===== src/rtl/rename_commit_queue_pkg.sv =====
// Shared constants and entry layout for the rename commit queue.
package rename_commit_queue_pkg;

  // Default physical-name width; matches the rename file's default.
  localparam int NAME_W = 1;

  // Default log2 of the queue depth.
  localparam int IDX_W = 2;

  // One queue slot: completion flag plus the physical name it tracks.
  typedef struct packed {
    logic              done;
    logic [NAME_W-1:0] name;
  } rcq_entry_t;

endpackage


===== src/rtl/rename_commit_queue_done_match.sv =====
// Per-entry writeback match: flags every occupied slot whose name equals
// a valid writeback name on either port.
module rcq_done_match
  import rename_commit_queue_pkg::*;
#(
  parameter int name_width = NAME_W,
  parameter int idx_width  = IDX_W
) (
  input  logic [idx_width:0]                         HEAD,
  input  logic [idx_width:0]                         TAIL,
  input  logic [(1<<idx_width)-1:0][name_width-1:0]  NAMES,
  input  logic                                       DONE_E_1,
  input  logic [name_width-1:0]                      DONE_NAME_1,
  input  logic                                       DONE_E_2,
  input  logic [name_width-1:0]                      DONE_NAME_2,
  output logic [(1<<idx_width)-1:0]                  SET
);

  localparam int DEPTH = 1 << idx_width;

  logic [idx_width:0]   count;
  logic [idx_width-1:0] offset [DEPTH];
  logic [DEPTH-1:0]     occupied;

  // Occupancy uses the wrap-bit distance from head, so a full queue
  // (index bits equal, wrap bits differ) marks every slot occupied.
  always_comb begin
    count    = TAIL - HEAD;
    occupied = '0;
    SET      = '0;
    for (int i = 0; i < DEPTH; i++) begin
      offset[i]   = idx_width'(i) - HEAD[idx_width-1:0];
      occupied[i] = ({1'b0, offset[i]} < count);
      SET[i]      = occupied[i] &
                    ((DONE_E_1 && (NAMES[i] == DONE_NAME_1)) ||
                     (DONE_E_2 && (NAMES[i] == DONE_NAME_2)));
    end
  end

endmodule


===== src/rtl/rename_commit_queue.sv =====
// In-order retirement queue beside the rename file. Names are recorded at
// allocation, marked done at writeback and retired strictly in allocation
// order through the NAME_F/FE free port.
//
// Handshakes: a transfer happens on a cycle where the requester's enable and
// the queue's ready are both high. Enqueue fires on ENQ_E & ENQ_READY; retire
// fires on COMMIT_E & COMMIT_READY (reported as FE). An enable seen while
// ready is low is ignored and changes no state. Ready never depends on the
// enable of the same port.
module rename_commit_queue
  import rename_commit_queue_pkg::*;
#(
  parameter int name_width = NAME_W,
  parameter int idx_width  = IDX_W
) (
  input  logic                  CLK,
  input  logic                  RST,
  input  logic [name_width-1:0] ENQ_NAME,
  input  logic                  ENQ_E,
  output logic                  ENQ_READY,
  input  logic [name_width-1:0] DONE_NAME_1,
  input  logic                  DONE_E_1,
  input  logic [name_width-1:0] DONE_NAME_2,
  input  logic                  DONE_E_2,
  input  logic                  COMMIT_E,
  output logic                  COMMIT_READY,
  output logic [name_width-1:0] NAME_F,
  output logic                  FE,
  output logic [idx_width:0]    COUNT,
  output logic                  EMPTY
);

  localparam int DEPTH = 1 << idx_width;

  typedef struct packed {
    logic                  done;
    logic [name_width-1:0] name;
  } entry_t;

  entry_t                                entries [DEPTH];
  logic [idx_width:0]                    head;
  logic [idx_width:0]                    tail;
  logic [idx_width:0]                    count;
  logic [idx_width-1:0]                  head_idx;
  logic [idx_width-1:0]                  tail_idx;
  logic                                  full;
  logic                                  empty;
  logic                                  enq_fire;
  logic                                  commit_ready;
  logic [DEPTH-1:0][name_width-1:0]      names_flat;
  logic [DEPTH-1:0]                      done_set;

  // Pointer arithmetic: wrap bit distinguishes full from empty.
  always_comb begin
    head_idx     = head[idx_width-1:0];
    tail_idx     = tail[idx_width-1:0];
    count        = tail - head;
    empty        = (head == tail);
    full         = (head_idx == tail_idx) && (head[idx_width] != tail[idx_width]);
    enq_fire     = ENQ_E && !full;
    commit_ready = !empty && entries[head_idx].done;
  end

  // Flatten stored names for the match unit.
  always_comb begin
    names_flat = '0;
    for (int i = 0; i < DEPTH; i++) begin
      names_flat[i] = entries[i].name;
    end
  end

  rcq_done_match #(
    .name_width (name_width),
    .idx_width  (idx_width)
  ) u_done_match (
    .HEAD        (head),
    .TAIL        (tail),
    .NAMES       (names_flat),
    .DONE_E_1    (DONE_E_1),
    .DONE_NAME_1 (DONE_NAME_1),
    .DONE_E_2    (DONE_E_2),
    .DONE_NAME_2 (DONE_NAME_2),
    .SET         (done_set)
  );

  // Advance tail on accepted enqueue and head on retire.
  always_ff @(posedge CLK or posedge RST) begin
    if (RST) begin
      head <= '0;
      tail <= '0;
    end else begin
      if (enq_fire) begin
        tail <= tail + 1'b1;
      end
      if (commit_ready && COMMIT_E) begin
        head <= head + 1'b1;
      end
    end
  end

  // Slot update: a fresh enqueue always lands with done clear, so a
  // same-cycle writeback of the new name cannot mark it (the slot is not
  // yet occupied and the enqueue write wins anyway).
  always_ff @(posedge CLK or posedge RST) begin
    if (RST) begin
      for (int i = 0; i < DEPTH; i++) begin
        entries[i] <= '0;
      end
    end else begin
      for (int i = 0; i < DEPTH; i++) begin
        if (enq_fire && (tail_idx == idx_width'(i))) begin
          entries[i].done <= 1'b0;
          entries[i].name <= ENQ_NAME;
        end else if (done_set[i]) begin
          entries[i].done <= 1'b1;
        end
      end
    end
  end

  // Outputs are combinational from registered state plus COMMIT_E for FE;
  // no writeback bypass and no full bypass.
  always_comb begin
    ENQ_READY    = !full;
    COMMIT_READY = commit_ready;
    FE           = COMMIT_E && commit_ready;
    NAME_F       = empty ? '0 : entries[head_idx].name;
    COUNT        = count;
    EMPTY        = empty;
  end

endmodule


===== config.mk =====
export PLATFORM = sky130hd
export DESIGN_NAME = rename_commit_queue
export DESIGN_NICKNAME = d
export VERILOG_FILES = /design/src/rtl/rename_commit_queue_pkg.sv /design/src/rtl/rename_commit_queue_done_match.sv /design/src/rtl/rename_commit_queue.sv
export SDC_FILE = /design/constraint.sdc
export NUM_CORES = 1
export LEC_CHECK = 0
export BUFFER_PORTS_ARGS = -buffer_cell sky130_fd_sc_hd__buf_2
export CORE_UTILIZATION = 58
export CTS_CLUSTER_DIAMETER = 30
export DETAILED_ROUTE_END_ITERATION = 7
export HOLD_SLACK_MARGIN = 0.03
export PLACE_DENSITY = 0.86
export SLEW_MARGIN = 25
export SYNTH_ARGS = -nofsm -noshare
export SYNTH_HDL_FRONTEND = slang
export SYNTH_SLANG_ARGS = --single-unit

===== constraint.sdc =====
create_clock -name CLK -period 6.5 [get_ports CLK]
set_input_delay 0.65 -clock CLK [delete_from_list [all_inputs] [get_ports CLK]]
set_output_delay 0.65 -clock CLK [all_outputs]
set_load 0.05 [all_outputs]

==> reports/results.txt, run 1 <==
The number of nets handed over by synthesis was 114. After detailed routing, the total wire length is 1.83 mm. The die is 42.8 um tall. The filler cells instantiated in the layout total 119.

The clock insertion delay at the later pin of the skew report was 0.28 ns. Global routing used 24.3% of the available tracks. Tracing the worst setup path back leads to its startpoint at tail[0].

The count of buffers from port buffering is 16, and the layout net count is 135. The run gives 14 as the TritonCTS sink count. The per-instance average area after synthesis was 10.7 um^2; the number of top-level pins was 17.

For the pin with the worst max-slew slack, the measured transition is 0.504 ns. The run gives 2 as the maximum number of buffers from clock root to sink. Summed over all nets, the half-perimeter wirelength after detailed placement is 1.52 mm. The cell area after technology mapping was 967 um^2.

In this run, post-CTS repair resized a total of 0 instances. The tools report the via count of the first global-routing pass as 723. In this run the biggest area consumer among cell types represents 36.2% of the synthesized area. By area the synthesized netlist is led by dfrtp_1, ha_1, inv_1.

The endpoint identified for the worst register-to-register timing path is entries[5]. The tools report the worst setup margin as 3.66 ns. Leaving out fill and tap cells, the most frequent cell in the layout is buf_2.

In this run, the number of DRC markers left after iteration 0 of detailed routing was 8. In the final layout, the share of cells above drive strength 1 is 25.5%. Adding up every negative setup slack in the final design gives 0 ns.

After clock tree synthesis, the clock-pin slew on the worst setup and hold paths is 0.08 ns. The area occupied by registers came out at 350 um^2. The critical path ends at COUNT[2]. In the final routed layout, each cell accounts on average for 14.5 um. The residual DRC count is 0, and the level count of the clock H-tree is 1. Measured against its own limit, the worst slew margin works out to 66.4%. The repair_antennas step left the layout with diodes totalling 0. Global-route congestion overflow total: 0. Setup repair after global routing left no endpoint under its margin.

For the final database, setup skew stands at 0.00741 ns. The tools report the wire length of the first global-routing pass as 3.22 mm. The area growth from synthesis to layout was 14.1%.

STA classifies the critical path endpoint as an output pin. The initial utilization of the core area, before any placement, comes to 63.5%. Data on the critical path arrives at its endpoint at 2.19 ns. Number of antenna violations at the first check in global routing: 0.

The floorplan has 14 rows. The setup path with the least slack is of type register to output pin. Number of vias in the routed layout: 709. TritonCTS built the clock tree. Setup violations remaining at the end of the flow were counted as 0. The final-report hold violation count was 0.

The worst path needs 2.84 ns of the cycle, external delays included. The count of nets left with antenna violations once routing finished came out at 0. For the sequential element share of the synthesized area, the log shows 36.2%.

Critical path data required time: 5.85 ns. The tools report the element type at the critical path start as a register. Leaving out fill and tap cells, the most frequent cells in the layout are buf_2, inv_1, ha_1, dfrtp_1, nand2_1. The total area inside the core boundary comes to 1520 um^2. The synthesized design spends more area on one cell type than any other, namely dfrtp_1.

The final critical path takes up 43.7% of the cycle. Across all register-to-register paths, the minimum setup slack is 4.13 ns. Counting flops and latches in the post-synthesis netlist gives 14. In this run the worst path has a maximum fanout of 5. In this run, post-CTS hold repair placed 0 buffers. After synthesis, the netlist uses 20 different library cells. The post-CTS setup-driven buffer insertion count was 0. The max-capacitance violation count is 0.

In this run the critical register-to-register path is launched from tail[0]. The number of warning messages in the yosys log was 0. The flow ran to the end, and the final reports show no timing, DRC or antenna violations. The post-placement setup slack came out at 3.99 ns. The number of pins with negative max-slew slack in the final report was 0. The tools report the floorplan die area as 1830 um^2.

The pre-antenna-repair detailed-routing pass consisted of 4 iterations. For the final estimated routing congestion in global placement, the log shows 0.806. The path category of the worst min-delay check is input port to asynchronous set/reset pin.

Measured in cells, the most critical reg-to-reg path has a length of 10. Dividing the detail-routed via count by the number of cells gives 5.63. Synthesis produced a netlist whose cell count is 90.

The die is 42.8 um wide. Buffers inserted during clock tree synthesis total 3. The tools report the multi-input combinational cell area as 564 um^2. Entering global routing, the biggest net connects 15 pins. For this run, the top clock speed supported by timing is 0.352 GHz. The root buffer cell was clkbuf_4.
## per-stage QoR
step	util (%)	hold slack (ns)	instance area [um^2]	instances
after floorplan	-	0.459	967	90
after global placement	70.0	0.474	1070	122
after CTS	72.4	0.389	1100	126
after detailed placement	70.0	0.478	1070	122
after global routing	72.4	0.437	1100	126
final	72.4	0.378	1100	126
## Yosys cell counts
master and instances:
xor2_2 1, mux4_2 2, nand3_1 1, a21oi_1 3, nor2b_1 2, fa_1 1
inv_1 14, a31oi_4 1, mux2_2 4, o21ai_0 2, o221a_1 4, nand2_1 12
a22oi_1 1, o211a_1 1, ha_1 14, dfrtp_1 14, xnor2_1 5, o22ai_1 1
nor2_1 3, o21a_1 4
## worst max-delay path: stages, from the launching register on
cell,delay [ns]
dfrtp_1,0.43
inv_1,0.18
ha_1,0.17
inv_1,0.05
fa_1,0.37
xnor2_1,0.37
buf_2,0.34
## state kept, by name (all words and copies together), names as in the netlist
| signal | count |
|---|---|
| tail | 3 |
| head | 3 |
| entries | 8 |
## worst min path at each step
stage                 end  slack, ns  cells past startpoint
2_1_floorplan  entries[3]       0.46                      1
3_3_place_gp   entries[5]       0.47                      1
3_5_place_dp   entries[5]       0.48                      1
4_1_cts           head[2]       0.39                      2
5_1_grt           head[0]       0.44                      2
6_report          head[2]       0.38                      2
## kinds of logic (layout without fill, tap and decap cells)
family	count (synthesis)	count (layout)	share of synthesized area (%)
AOI/OAI and AO/OA	17	17	15.0
xor gates and xnor gates	6	6	6.21
adders and majority gates	15	15	20.2
buffers and inverters	14	34	5.43
DFF	14	14	36.2
muxes	6	6	9.31
and+or+nand+nor	18	18	7.63
## layout make-up
type	count	area share, %
well taps	16	1.81
inverters	14	4.76
repair buffers	16	7.26
clock buffers	4	3.29
flip-flops and latches	14	31.7
multi-input cells	62	51.1
## layer usage
layer  part of all wire [%]  up-vias  GRT usage, %
met1                     46      344          31.0
li1                       -      341             -
met3                    3.0        6          2.98
met2                     49       18          38.5
met4                    2.2        0          16.3
met5                      0        -             0
Power of run 1 is not shown: default switching activity piles up to over one toggle a cycle in this logic, so the estimate is an artifact.
==> inputs of run 2 (changes only) <==
--- a/config.mk
+++ b/config.mk
@@ -6,11 +6,12 @@
 export NUM_CORES = 1
 export LEC_CHECK = 0
 export BUFFER_PORTS_ARGS = -buffer_cell sky130_fd_sc_hd__buf_2
-export CORE_UTILIZATION = 58
+export CORE_ASPECT_RATIO = 1.4
+export CORE_UTILIZATION = 49
 export CTS_CLUSTER_DIAMETER = 30
 export DETAILED_ROUTE_END_ITERATION = 7
 export HOLD_SLACK_MARGIN = 0.03
-export PLACE_DENSITY = 0.86
+export PLACE_DENSITY = 0.78
 export SLEW_MARGIN = 25
 export SYNTH_ARGS = -nofsm -noshare
 export SYNTH_HDL_FRONTEND = slang
==> constraint.sdc (replaced) <==
create_clock -name CLK -period 2.5 [get_ports CLK]
set_input_delay 0.25 -clock CLK [delete_from_list [all_inputs] [get_ports CLK]]
set_output_delay 0.25 -clock CLK [all_outputs]
set_load 0.05 [all_outputs]
==> run 2 against run 1 <==
Compared with the run above: final cell count is 4.8% higher; flip-flop and latch count stayed put; cell area is 2.9% higher; clock-buffer cell count stayed put; die area is 18% higher; core utilization is 9.4 points lower; sequential share of layout area is 0.91 points lower; register-to-register slack worse by 4.0 ns; global-route usage is 3.4 points lower.
==> reports/results.txt, run 2 (synthesized netlist as in run 1, its figures left out) <==
The run finished with clean final reports. Leaving out fill and tap cells, the most frequent cell in the layout is buf_2. The run gives 21.0% as the combined global-route utilization of all metal layers. The number of antenna violations at the first check in global routing was 0. The largest clock skew in the final design is 0.00648 ns, and the wire length of the first global-routing pass is 2.93 mm.

Setup repair after global routing left no endpoint under its margin. The worst register-to-register path has a setup slack of 0.18 ns. The die is 54.6 um tall. In the routed layout, each cell is associated on average with a via count of 5.28. Dividing the final minimum period by the clock period gives 92.9%.

TritonCTS built the clock tree. For this block, the routed nets add up to 1.91 mm of wire. For this run the aggregate overflow at the end of global routing stands at 0. The terminating pin of the worst hold path is entries[2]. The min-delay analysis places its worst path in the category input port to register. The detailed router finished its first iteration with 15 violations. Once the floorplan was initialized, standard cells occupied 53.7% of the core. The data arrival time of the critical path was 2.52 ns; the wire length per cell after detailed routing was 14.5 um.

The detail route stage leaves a number of antenna-violating nets equal to 0. The element type at the critical path start is a register. In the final layout, the registers with the most flip-flops are entries (8), head (3), tail (3).

Critical path data required time: 2.70 ns. The final critical-path required period was 2.32 ns; the total half-perimeter wirelength after legalization and detailed placement was 1.53 mm. Final-report hold violation count: 0.

The maximum number of buffers from clock root to sink was 2; the antenna diode instance count was 0. The run gives 655 as the via count of the first global-routing pass. More flip-flops sit in one register than any other, and that register is entries.

Root buffer cell: clkbuf_4. The congestion estimate from routability-driven global placement came to 0.810. The number of pins with negative max-slew slack in the final report was 0; the number of top-level pins was 17. The core region is 1800 um^2. Measured against its own limit, the worst slew margin works out to 63.0%. The clock reaches the later pin of the worst-skew pair after 0.29 ns. Post-CTS repair changed the size of 0 cells.

The tools report the layout net count as 137. The tools report the final number of setup-violating endpoints as 0. Cells with a size suffix above 1 make up 27.7% of the layout. The logs give 4 for the first-pass detailed-route iteration total and 18 for the cell row count. For the level count of the clock H-tree, the log shows 1. The transition time of the tightest slew-check pin works out to 0.554 ns. Clock tree synthesis inserted a total of 3 buffers. The area growth from synthesis to layout was 17.5%. The startpoint identified for the worst register-to-register timing path is tail[0]. Input and output buffers added on the ports amount to 16. In the layout the commonest cells are buf_2, inv_1, ha_1, dfrtp_1, nand2_1.

The number of cells traversed by the worst hold path works out to 2. The worst setup path is captured at a register. The critical path in this run is classified as register to register.

Summed over all failing endpoints, the final setup total negative slack is 0 ns. The floorplan die area was 2160 um^2; the TritonCTS sink count was 14. The die is 39.6 um wide. After clock tree synthesis, the clock-pin slew on the worst setup and hold paths is 0.09 ns. In the routed design, unresolved DRC markers number 0. For this block, the via count after detailed routing is 697. The top fanout value on the critical path was 5. The end of the worst register-to-register path was entries[5].

The highest clock frequency the design can meet is 0.431 GHz, and the number of flip-flops under the largest register name is 8. Entering global routing, the biggest net connects 15 pins. Measured in cells, the most critical reg-to-reg path has a length of 10.

The hold path startpoint is ENQ_NAME. The max-capacitance violation count came out at 0.
==> run 2: cell type report <==
cell class | count | area (um^2)
fillers | 149 | 666
repair buffers | 18 | 97.6
multi-input cells | 62 | 574
flip-flops and latches | 14 | 350
clock buffers | 4 | 36.3
well taps | 20 | 25.0
inverters | 14 | 52.6
==> run 2: timing repair <==
item | CTS | global route
endpoints found under the hold margin | 14 | 0
hold buffers | 1 | 0
buffers inserted | 0 | 0
==> run 2: worst max-delay path by stage <==
| stage | from | to | slack (ns) | cells past startpoint |
|---|---|---|---|---|
| 6_report | tail[0] | entries[5] | 0.18 | 10 |
| 5_1_grt | tail[0] | entries[5] | 0.09 | 10 |
| 4_1_cts | tail[0] | entries[5] | 0.16 | 10 |
| 3_5_place_dp | tail[0] | entries[5] | 0.17 | 10 |
| 3_3_place_gp | tail[0] | entries[5] | 0.27 | 10 |
| 2_1_floorplan | tail[0] | entries[5] | 0.04 | 10 |
==> run 2: per-layer routing <==
layer	up-vias	GRT usage, %	routed length [um]
met3	5	3.66	43
met1	331	24.2	821
met4	0	12.1	46
met2	9	35.2	998
met5	-	0	0
li1	352	-	-
==> run 2: worst max-delay path: stages (launching register included) <==
cell and delay, ns:
dfrtp_1 0.43, inv_1 0.18, ha_1 0.17, inv_1 0.05, fa_2 0.52, inv_1 0.09, ha_1 0.30, nor2_1 0.08
nor2_1 0.05, o221a_1 0.19, o21a_1 0.16
==> run 2: through the flow <==
step | cells | util (%) | setup WS [ns] | instance area [um^2] | hold slack, ns
2_1_floorplan | 90 | - | 0.0364 | 977 | 0.139
3_3_place_gp | 127 | 60.5 | 0.269 | 1090 | 0.311
3_5_place_dp | 127 | 60.5 | 0.173 | 1090 | 0.334
4_1_cts | 132 | 63.1 | 0.158 | 1140 | 0.237
5_1_grt | 132 | 63.1 | 0.0853 | 1140 | 0.232
6_report | 132 | 63.1 | 0.178 | 1140 | 0.226
Power of run 2 is left out for the same reason.
